<file path="src/rtl/sad_abs_accum.sv">
// Sum of |a-b| over BLOCK_LEN sample pairs: diff and abs register stages feed a saturating accumulator.
// Result is valid 3 cycles after a block's last accept; an unconsumed result freezes the pipe and drops in_ready.
module sad_abs_accum #(
    parameter int DATA_W    = 8,
    parameter int SIGNED    = 0,
    parameter int BLOCK_LEN = 16,
    parameter int ACC_W     = 16
) (
    input  logic              clk,
    input  logic              rst,
    input  logic              in_valid,
    output logic              in_ready,
    input  logic [DATA_W-1:0] in_a,
    input  logic [DATA_W-1:0] in_b,
    output logic              out_valid,
    input  logic              out_ready,
    output logic [ACC_W-1:0]  out_sad,
    output logic              out_ovf
);
    localparam int          DW1   = DATA_W + 1;
    // Wide enough that acc + absval can never wrap, whichever operand is wider.
    localparam int          SUM_W = ((ACC_W > DW1) ? ACC_W : DW1) + 1;
    localparam logic [15:0] LAST  = 16'(BLOCK_LEN - 1);

    logic             w_en;
    logic             w_sign_a;
    logic             w_sign_b;
    logic [DW1-1:0]   w_diff;
    logic [DW1-1:0]   w_abs;
    logic [SUM_W-1:0] w_sum;
    logic             w_sat_hit;
    logic [ACC_W-1:0] w_sat_val;
    logic             w_last;

    logic             r_s1_vld;
    logic [DW1-1:0]   r_s1_diff;
    logic             r_s2_vld;
    logic [DW1-1:0]   r_s2_abs;
    logic [ACC_W-1:0] r_acc;
    logic             r_ovf;
    logic [15:0]      r_cnt;
    logic             r_out_vld;
    logic [ACC_W-1:0] r_out_sad;
    logic             r_out_ovf;

    assign w_en     = !(r_out_vld && !out_ready);
    assign in_ready = w_en;

    assign w_sign_a = (SIGNED != 0) ? in_a[DATA_W-1] : 1'b0;
    assign w_sign_b = (SIGNED != 0) ? in_b[DATA_W-1] : 1'b0;
    assign w_diff   = {w_sign_a, in_a} - {w_sign_b, in_b};

    // |diff| <= 2^DATA_W-1 in both modes, so negating never overflows DW1 bits.
    assign w_abs = r_s1_diff[DATA_W] ? -r_s1_diff : r_s1_diff;

    assign w_sum     = {{(SUM_W-ACC_W){1'b0}}, r_acc} + {{(SUM_W-DW1){1'b0}}, r_s2_abs};
    assign w_sat_hit = |w_sum[SUM_W-1:ACC_W];
    assign w_sat_val = w_sat_hit ? {ACC_W{1'b1}} : w_sum[ACC_W-1:0];
    assign w_last    = (r_cnt == LAST);

    always_ff @(posedge clk) begin
        if (rst) begin
            r_s1_vld  <= 1'b0;
            r_s1_diff <= '0;
            r_s2_vld  <= 1'b0;
            r_s2_abs  <= '0;
        end else if (w_en) begin
            r_s1_vld  <= in_valid;
            r_s1_diff <= w_diff;
            r_s2_vld  <= r_s1_vld;
            r_s2_abs  <= w_abs;
        end
    end

    always_ff @(posedge clk) begin
        if (rst) begin
            r_acc     <= '0;
            r_ovf     <= 1'b0;
            r_cnt     <= '0;
            r_out_vld <= 1'b0;
            r_out_sad <= '0;
            r_out_ovf <= 1'b0;
        end else if (w_en) begin
            // en=1 means any held result was just consumed, so valid follows completion directly.
            r_out_vld <= r_s2_vld && w_last;
            if (r_s2_vld) begin
                if (w_last) begin
                    r_out_sad <= w_sat_val;
                    r_out_ovf <= r_ovf | w_sat_hit;
                    r_acc     <= '0;
                    r_ovf     <= 1'b0;
                    r_cnt     <= '0;
                end else begin
                    r_acc     <= w_sat_val;
                    r_ovf     <= r_ovf | w_sat_hit;
                    r_cnt     <= r_cnt + 16'd1;
                end
            end
        end
    end

    assign out_valid = r_out_vld;
    assign out_sad   = r_out_sad;
    assign out_ovf   = r_out_ovf;

endmodule

</file>
<file path="config.mk">
export PLATFORM = sky130hd
export DESIGN_NAME = sad_abs_accum
export DESIGN_NICKNAME = d
export VERILOG_FILES = /design/src/rtl/sad_abs_accum.sv
export SDC_FILE = /design/constraint.sdc
export NUM_CORES = 1
export LEC_CHECK = 0
export ABC_AREA = 1
export CAP_MARGIN = 40
export CORE_MARGIN = 2
export CORE_UTILIZATION = 25
export CTS_CLUSTER_SIZE = 8
export DETAILED_ROUTE_END_ITERATION = 12
export SKIP_LAST_GASP = 1
export SYNTH_ARGS = -nofsm -noshare
export SYNTH_HDL_FRONTEND = slang
export SYNTH_SLANG_ARGS = --single-unit
</file>
<file path="constraint.sdc">
create_clock -name clk -period 6.2 [get_ports clk]
set_clock_uncertainty 0.2 [all_clocks]
set_input_delay 0.62 -clock clk [delete_from_list [all_inputs] [get_ports clk]]
set_output_delay 0.62 -clock clk [all_outputs]
set_load 0.01 [all_outputs]
</file>
==> qor.csv <==
metric,value,unit
Synth cell types,39,
crit path capture,out_sad[5],
sequential area share after synthesis,0.342,
core area,16400,um^2
Synth Area in Compound Gates,0.119,
slack of the critical path,3.20,ns
ys flop type,dfxtp_1,
drt drc,0,
RSZ-0062 raised after global routing,no,
Layout area overhead,21.0,%
fin. max-slew vios,0,
first-pass GRT wire length,16400,um
cells resized by post-CTS repair,0,
Initial Util,0.253,
top-area cell type share of the netlist area,0.342,
Final Hold Vio Count,0,
total global-route track usage,0.112,
max cap viols,0,
Vias/cell,4.22,
"Max FO, Critical Path",32,
Setup Buffers After CTS,0,
drt total wl,9320,um
number of global-route vias before repair,3571,
Clock Sinks,71,
placer's final routability congestion estimate,0.845,
Crit path largest cell delay,0.46,ns
Relative slew margins,0.568,
share of cells above drive strength 1,0.101,
post-DP HPWL,6890,um
Critical Path RT,6.27,ns
XOR/XNOR Fraction of Synth Area,0.0211,
Hold Buf Count CTS,0,
CTS max path bufs,2,
asr flop ratio synth,0,
# nets final,689,
R2R cell count,8,
Cell Pwr Density,218,nW/um^2
yosys warns,0,
top-count cell post-synth,nand2_1,
average size of a mapped cell,6.79,um^2
Cell Count Post-Placement,857,
root buffer cell,clkbuf_16,
final setup violating endpoints,0,
largest net degree at the start of global routing,33,
Row Count,47,
DIE HEIGHT,133,um
cell taking the most area after synthesis,dfxtp_1,
worst vdd ir,0.128,mV
Critical Path Sink Type,flop,
Crit Path Category,input port to flop,
worst-margin pin slew,0.648,ns
die width,133,um
Lkg Pwr,2.33,nW
DRT Pass-1 Iters,4,
"top cells by count, synth","185 x nand2_1, 86 x inv_1, 71 x dfxtp_1",
final worst path period share,0.483,
syn nets,653,
largest family of logic cells by synthesized area,simple AND/OR/NAND/NOR gates,
cts bufs inserted,9,
Worst Setup SP,out_ready,
P_sw,281,uW
post-layout util,0.306,
Post-synth EDFFs,0,
worst r2r src,out_valid,
Clock power frac,0.444,
Synth area leaders,"dfxtp_1 34%, nand2_1 17%, inv_1 7.8%",
register bit total from synthesis,71,
clock slew at reported path FFs,0.06,ns
CP Cell Sequence,clkdlybuf4s50_1 -> inv_1 -> nand2_2 -> nand2_2 -> nor2_4 -> nand4_1 -> clkinv_1 -> nand2_1 -> nand2_1,
slowest CP cell,nand2_2,
post-route ant nets,0,
"Cell Area, Synth",4160,um^2
r2r setup slk,3.66,ns
Hold Path Class,flop to flop,
status,"finished, final reports clean",
CP arrival,3.07,ns
Comb pwr share,0.114,
Port Buffer Count,38,
mux share of post-synthesis cell area,0,
htree depth,3,
adder-cell share of the synthesized area,0.0668,
switch share,0.256,
Cells after Synth,612,
dpl ws,2.78,ns
antenna cells,0,
min Tclk post-route,3.00,ns
die area,17700,um^2
num ports,39,
Clock Latency Late Sink,0.33,ns
startpoint types,input port,
P_int,816,uW
Via Count,3685,
Post-Layout Cell Count,873,
Critical R2R Capture,r_cnt[6],
Synth Area in Simple Gates,0.348,
Reg power frac,0.442,
initial drt markers,211,
Hold Path Origin,out_sad[15],
FMAX,0.334,GHz
grt total ovfl,0,
antenna violations before repair,0,
setup_tns,0,ns
TritonCTS clock tree,done,
WL/cell,10.7,um
==> layout by cell type, fill, tap and decap left out, types with 2 or more instances in the layout <==
cell type | Yosys | routed
o211ai_1 | 2 | 2
nand3b_1 | 5 | 5
nor2_1 | 41 | 41
dfxtp_1 | 71 | 71
nand2_2 | 16 | 16
nand4_1 | 6 | 6
a21oi_1 | 34 | 34
fa_1 | 2 | 2
o21ai_1 | 3 | 3
nand2_1 | 185 | 185
xor2_1 | 10 | 10
nand3_2 | 6 | 6
nor3_1 | 8 | 8
nand3_1 | 35 | 35
nor3b_1 | 3 | 3
o221ai_1 | 5 | 5
or2_2 | 4 | 4
nor2_4 | 2 | 2
clkbuf_8 | 0 | 2
o21ai_0 | 26 | 26
clkinv_2 | 0 | 3
a21oi_2 | 10 | 10
nor4_1 | 2 | 2
ha_1 | 19 | 19
clkbuf_16 | 0 | 9
inv_2 | 4 | 4
inv_1 | 86 | 86
clkdlybuf4s50_1 | 0 | 38
nor2_2 | 3 | 3
==> state kept, by name (all words and copies together) (netlist names) <==
| register | cells |
|---|---|
| r_acc | 16 |
| r_s2_abs | 9 |
| r_cnt | 16 |
| out_sad | 16 |
| r_s2_vld | 1 |
| r_ovf | 1 |
| out_ovf | 1 |
| out_valid | 1 |
| r_s1_vld | 1 |
| r_s1_diff | 9 |
==> layout make-up <==
cell class / instances / area, um^2
fillers: 1811 / 11400
multi-input cells: 435 / 2310
flip-flops and latches: 71 / 1420
repair buffers: 40 / 399
inverters: 91 / 342
well taps: 220 / 275
clock buffers: 11 / 253
clock inverters: 5 / 31.3
==> power by group through the flow <==
stage                     logic [mW]  registers [mW]  clock network [mW]
after CTS                      0.126           0.485               0.500
after floorplan               0.0920           0.490                   0
after global routing           0.146           0.488               0.521
after detailed placement       0.125           0.495                   0
after global placement         0.125           0.495                   0
final                          0.125           0.485               0.487
==> worst min-delay path by stage <==
stage | end | slack [ns] | cells after the start
floorplan | r_acc[0] | 0.25 | 2
global placement | out_sad[5] | 0.24 | 2
detailed placement | out_sad[2] | 0.25 | 2
CTS | out_sad[2] | 0.26 | 2
global route | out_sad[8] | 0.27 | 2
finish | out_sad[15] | 0.25 | 2
==> stage by stage <==
| stage | power (mW) | hold WS [ns] | area (um^2) |
|---|---|---|---|
| after CTS | 1.11 | 0.256 | 5030 |
| after detailed placement | 0.620 | 0.246 | 4740 |
| after global routing | 1.15 | 0.271 | 5030 |
| after floorplan | 0.582 | 0.248 | 4160 |
| final | 1.10 | 0.250 | 5030 |
| after global placement | 0.620 | 0.240 | 4730 |
==> kinds of logic after synthesis <==
| group | after synthesis |
|---|---|
| and+or+nand+nor | 320 |
| buffers and inverters | 106 |
| AOI/OAI and AO/OA | 84 |
| DFF | 71 |
| adders and majority gates | 21 |
| xor gates and xnor gates | 10 |
==> layer usage <==
metal  part of all wire  up-vias  wire length (um)  track usage
met3              0.045       11               418       0.0249
met4              0.016        0               148       0.0382
li1                   -     2020                 -            -
met1               0.52     1597              4810        0.151
met2               0.42       57              3940        0.176
met5                  0        -                 0            0
==> critical path: cells and delay by family <==
kind	cells	cell delay, ns
and+or+nand+nor	6	1.59
buffers and inverters	3	0.86
Power figures use the tool's default switching activity.
